<file path="config.mk">
export PLATFORM = sky130hd
export DESIGN_NAME = status_event_sched
export DESIGN_NICKNAME = d
export VERILOG_FILES = /design/src/rtl/status_event_sched.sv
export SDC_FILE = /design/constraint.sdc
export NUM_CORES = 1
export LEC_CHECK = 0
export CAP_MARGIN = 20
export CORE_MARGIN = 1.5
export CORE_UTILIZATION = 55
export DETAILED_ROUTE_END_ITERATION = 8
export GPL_ROUTABILITY_DRIVEN = 0
export PLACE_DENSITY = 0.8
export SYNTH_ARGS = -nofsm -noshare
export SYNTH_HDL_FRONTEND = slang
export SYNTH_SLANG_ARGS = --single-unit
</file>
<file path="constraint.sdc">
create_clock -name clock -period 5.2 [get_ports clock]
set_input_delay 0.78 -clock clock [delete_from_list [all_inputs] [get_ports clock]]
set_output_delay 0.78 -clock clock [all_outputs]
set_load 0.05 [all_outputs]
</file>
<file path="src/rtl/status_event_sched.sv">
// status_event_sched: collects edge/level events, coalesces them over a holdoff window
// and presents one held snapshot with an interrupt until firmware acknowledges the read.
module status_event_sched #(
   parameter int         NumInputs     = 8,
   parameter logic [7:0] ModeMask      = 8'h00,
   parameter logic [7:0] MaskValue     = 8'h7F,
   parameter int         HoldoffCycles = 0
) (
   input  logic       clock,
   input  logic       reset_n,
   input  logic [7:0] events,
   input  logic       rd_strobe,
   output logic [7:0] status_out,
   output logic       intr,
   output logic       overflow,
   output logic       busy
);
   localparam logic [7:0] Act    = 8'((9'd1 << NumInputs) - 9'd1);
   localparam logic [7:0] Eff    = MaskValue & Act;
   localparam logic [7:0] HStart = 8'(HoldoffCycles - 1);
   typedef enum logic [1:0] {IDLE, HOLDOFF, PRESENT, CLEAR} state_t;
   state_t     state, state_nx;
   logic [7:0] ev_q, ev_q2, pend, cap, cnt, cnt_nx;
   logic       xfer, accept;
   assign cap  = ((ev_q & ~ev_q2 & ModeMask) | (ev_q & ~ModeMask)) & Act;
   assign busy = state != IDLE;
   always_comb begin
      state_nx = state;
      cnt_nx   = cnt;
      xfer     = 1'b0;
      accept   = 1'b0;
      case (state)
         IDLE:
            if (|(pend & Eff)) begin
               if (HoldoffCycles == 0) begin
                  xfer     = 1'b1;
                  state_nx = PRESENT;
               end else begin
                  cnt_nx   = HStart;
                  state_nx = HOLDOFF;
               end
            end
         HOLDOFF:
            if (cnt == 8'd0) begin
               xfer     = 1'b1;
               state_nx = PRESENT;
            end else cnt_nx = cnt - 8'd1;
         PRESENT:
            if (rd_strobe) begin
               accept   = 1'b1;
               state_nx = CLEAR;
            end
         default: state_nx = IDLE;
      endcase
   end
   always_ff @(posedge clock or negedge reset_n) begin
      if (!reset_n) begin
         state      <= IDLE;
         ev_q       <= '0;
         ev_q2      <= '0;
         pend       <= '0;
         cnt        <= '0;
         status_out <= '0;
         intr       <= 1'b0;
         overflow   <= 1'b0;
      end else begin
         state    <= state_nx;
         cnt      <= cnt_nx;
         ev_q     <= events & Act;
         ev_q2    <= ev_q;
         // a capture in the transfer cycle seeds the fresh pending set
         pend     <= xfer ? cap : (pend | cap);
         overflow <= (|(cap & ModeMask & pend)) | (overflow & ~accept);
         if (xfer) begin
            status_out <= pend;
            intr       <= 1'b1;
         end else if (accept) begin
            status_out <= '0;
            intr       <= 1'b0;
         end
      end
   end
endmodule

</file>
# Word level (Yosys, flattened, before mapping)

Index checks and enable logic that the tools add are counted.

Reductions and logical operators: 7
$add $sub $neg: 1
Eq/ne operators: 5
Bitwise logic cells: 4
Muxes and demuxes: 14

Operator list:

| cell                  | count |
|---|---|
| $mux W8               | 3 |
| $logic_not A8 Y1      | 1 |
| $or A8 B8 Y8          | 1 |
| $sub A8 B1 Y8 const B | 1 |
| $reduce_or A7 Y1      | 1 |
| $mux W1               | 6 |
| $mux W2               | 3 |
| $ne A2 B2 Y1 const B  | 3 |
| $pmux W2 S3           | 1 |
| $reduce_bool A2 Y1    | 2 |
| $reduce_and A3 Y1     | 1 |
| $eq A2 B1 Y1 const B  | 1 |
| $eq A2 B2 Y1 const B  | 1 |
| $logic_not A2 Y1      | 1 |
| $not A1 Y1            | 2 |
| $pmux W1 S2           | 1 |
| $reduce_and A2 Y1     | 1 |
| $and A1 B1 Y1         | 1 |

Output and inout port bits: 11
Word-level logic and storage cells: 38
Bits in registers: 36

# Logic depth before layout (Yosys ltp)

Depth in word-level cells: 4
Mapped depth: 7

# Worst setup path after synthesis

No wires, ideal clock.

Path kind: register to register
Start point: register cnt[0]
End point: register status_out[0]
Data arrival time: 1.633 ns
Setup slack: 3.443 ns
Path buffers: 1
Cell stages (with the launch flop): 8
Data required time: 5.076 ns
Cell sequence: dfrtp_1 -> inv_1 -> ha_1 -> or3b_2 -> o21ai_4 -> nand2_4 -> buf_6 -> mux2i_1

Word-level cells in the longest chain between the ends: 4
Elaborated cells on any way between the ends: 5
Those cells by class: mux: 3; reduce/logical: 2

RTL lines:

| what                                                 | line | source |
|---|---|---|
| start, declared                                      | 23   | `logic [7:0] ev_q, ev_q2, pend, cap, cnt, cnt_nx;` |
| start signal, assigned                               | 68   | `cnt <= cnt_nx;` |
| $logic_not A8 Y1 (*)                                 | 44   | `if (cnt == 8'd0) begin` |
| $mux W1 (*)                                          | 44   |  |
| $pmux W1 S2 (*)                                      | 32   | `case (state)` |
| $mux W8 / $reduce_bool A2 Y1 (equally long branches) | -    |  |
| end signal, assigned                                 | 75   | `status_out <= pend;` |
| end, declared                                        | 13   | `output logic [7:0] status_out,` |

Mark *: on every way between the ends. The rest lies on a longest branch, timed or not.
A chain may end at the register's enable or synchronous reset.

# Final worst setup path

Start point: register state[0]
End point: output port busy

Word-level cells in the longest chain between the ends: 1

RTL lines:

| what                   | line | source |
|---|---|---|
| start, declared        | 22   | `state_t state, state_nx;` |
| start signal, assigned | 67   | `state <= state_nx;` |
| $reduce_bool A2 Y1     | 26   | `assign busy = state != IDLE;` |
| end, declared          | 16   | `output logic busy` |

Every way passes these cells.

==> impl_metrics.py <==
metrics = {
    "status": {
        "status": "finished clean",
    },
    "sta": {
        "final.setup.tns_ps": 0,
        "worst_pin_slew_ps": 494,
        "period_minus_slack_ps": 2560,
        "period_share_pct": 49.3,
        "max_slew_margin_pct": 67.0,
        "final.setup_skew_ps": 7.57,
        "finalSetupViolCount": 0,
        "max_freq_mhz": 390,
        "hold_violations": 0,
        "maxSlewViolCount": 0,
        "rsz0062_at_grt": "false",
    },
    "synthesis": {
        "synth-edff-count": 0,
        "syn-num-nets": 120,
        "synth_warnings": 0,
        "synth.distinct_cells": 24,
        "synthFlopType": "dfrtp_1",
        "syn_inst": 107,
        "async_flop_share_pct": 100,
        "synth_area_sq_mm": 0.00138,
        "ys_ff_latch": 36,
        "synth.avg_cell_area_sq_um": 12.9,
        "yosysSeqAreaShare_pct": 65.3,
    },
    "power_and_ir_drop": {
        "p_leak_uw": 0.000883,
        "p_int_uw": 599,
        "seq_power_share_pct": 40.2,
        "vdd_ir_drop_max_mv": 0.364,
        "p_comb_share_pct": 37.2,
        "power_density_mw_per_mm2": 563,
        "finalPower_uw": 963,
        "p_clk_share_pct": 22.5,
        "power.switching_uw": 365,
        "p_sw_share_pct": 37.8,
    },
    "place": {
        "hpwl_microns": 1580,
        "port_buffers": 21,
    },
    "clocking": {
        "cts_sinks": 36,
        "cts-resized-gates": 0,
        "postCtsHoldBufs": 0,
        "clk_latency_ps": 330,
        "cts-root-buf": "clkbuf_4",
        "cts_tree": "built",
        "post_cts_buffers": 0,
        "cts_buffer_depth": 2,
        "cts.reportedPaths.clkPinSlew_ps": 100,
        "cts_inserted_buffers": 5,
        "h-tree-depth": 2,
    },
    "finish": {
        "areaGrowthSynthToFinish_pct": 24.1,
        "final_cell_mix": "36 x dfrtp_1, 21 x clkdlybuf4s50_1, 11 x inv_1, 11 x nand2_1, 9 x mux2i_1",
        "utilization_pct": 74.5,
        "layout_commonest_cell": "dfrtp_1",
        "drive_above_1_share_pct": 10.4,
        "num-nets-final": 147,
        "diodes": 0,
        "fillers": 157,
    },
    "detailed_routing": {
        "avgViaCountPerCell": 5.36,
        "wl_microns": 2280,
        "ant_nets": 0,
        "drc": 0,
        "routedWlPerCell_microns": 14.0,
        "num_vias": 873,
        "drt_iter0_markers": 15,
        "drt_first_pass_iters": 4,
    },
    "hold_path": {
        "hp-class": "reg -> reg",
        "min_from": "cap[4]",
    },
    "die": {
        "die_x_microns": 53.1,
        "die_area_sq_mm": 0.00282,
        "start_util_pct": 60.0,
        "die_height_microns": 53.1,
        "pin_count": 22,
        "rows": 17,
        "coreArea_sq_mm": 0.00230,
    },
    "global_routing": {
        "grt_overflow": 0,
        "grt_pass1_wl_microns": 3860,
        "grt_max_degree": 37,
        "grt_antenna_before_repair": 0,
        "grt_usage_pct": 20.1,
        "grt_pass1_vias": 873,
    },
    "critical_path": {
        "cp.required_ps": 4420,
        "r2r-start": "cnt[0]",
        "path_buf_inv": 1,
        "cp_max_fo": 6,
        "startpoint": "state[0]",
        "worst_setup_path_start_kind": "flop",
        "slowest_stage": "clkdlybuf4s50_1",
        "critical_path_arrival_ps": 1780,
        "path_cells": "or2_2, clkdlybuf4s50_1",
        "crit_type": "reg -> out",
        "max_stage_delay_ps": 700,
        "crit_family": "buffers and inverters",
        "crit_path_end_kind": "primary output",
    },
    "job": {
        "drv_cap": 0,
    },
}
==> cell type report <==
class / instances / area, sq um / share of cell area, %
Sequential cell: 36 / 901 / 52.6
Multi-Input combinational cell: 58 / 422 / 24.6
Timing Repair Buffer: 22 / 218 / 12.7
Clock buffer: 7 / 65.1 / 3.80
Inverter: 11 / 41.3 / 2.41
Tap cell: 28 / 35.0 / 2.05
Clock inverter: 1 / 30.0 / 1.75
==> stage by stage <==
stage / setup WS (ps) / cell area, sq um / hold slack [ps] / instances
after detailed placement: 2990 / 1620 / 413 / 155
final: 2640 / 1710 / 433 / 163
after global routing: 2560 / 1710 / 456 / 163
after global placement: 3010 / 1620 / 408 / 155
after floorplan: 3440 / 1380 / 404 / 107
after CTS: 2620 / 1710 / 436 / 163
==> kinds of logic (layout without fill, tap and decap cells) <==
group           count (synthesis)  in the layout  share of synthesized area, %
simple gates                   27             27                          10.5
compound gates                 13             13                          7.26
buf+inv                        13             41                          4.08
mux                             9              9                          6.53
flops                          36             36                          65.3
xor+xnor                        7              7                          4.45
fa+ha+maj                       2              2                          1.81
==> flip-flops by register name (all words and copies together), names as in the netlist <==
name / flops
overflow: 1
pend: 8
status_out: 8
cnt: 8
intr: 1
cap: 8
state: 2
==> final timing paths <==
check / end / slack (ps) / cells after the start
hold / removal: pend[4] / 430 / 1
setup / recovery: busy / 2640 / 2
max in group asynchronous: cap[6] / 4040 / 2
hold reg to reg: pend[4] / 430 / 1
min in group asynchronous: cnt[0] / 840 / 2
setup reg to reg: pend[6] / 3200 / 6
==> synthesized netlist by cell type, types with 2 or more instances <==
cell	n	share of area, %
dfrtp_1	36	65
inv_1	11	3.0
nand2_1	11	3.0
mux2i_1	9	6.5
a21o_1	8	4.4
xor2_1	5	3.2
nor2_1	3	0.82
nor3_1	3	1.1
nor4_1	3	1.4
ha_1	2	1.8
o21ai_0	2	0.73
xnor2_1	2	1.3
==> power by group through the flow <==
stage | Clock (uW) | Combinational, uW | Sequential (uW)
CTS | 221 | 363 | 388
global route | 234 | 384 | 395
finish | 217 | 359 | 388
detailed placement | 0 | 362 | 394
global placement | 0 | 354 | 389
floorplan | 0 | 130 | 511
==> layer usage <==
| metal | vias up | wire length (microns) | GRT usage [%] |
|---|---|---|---|
| met4 | 0 | 30 | 6.41 |
| li1 | 409 | - | - |
| met3 | 7 | 104 | 8.47 |
| met2 | 21 | 1160 | 33.5 |
| met1 | 436 | 983 | 23.3 |
| met5 | - | 0 | 0 |
Note: power is estimated with default switching activity, not from simulation.
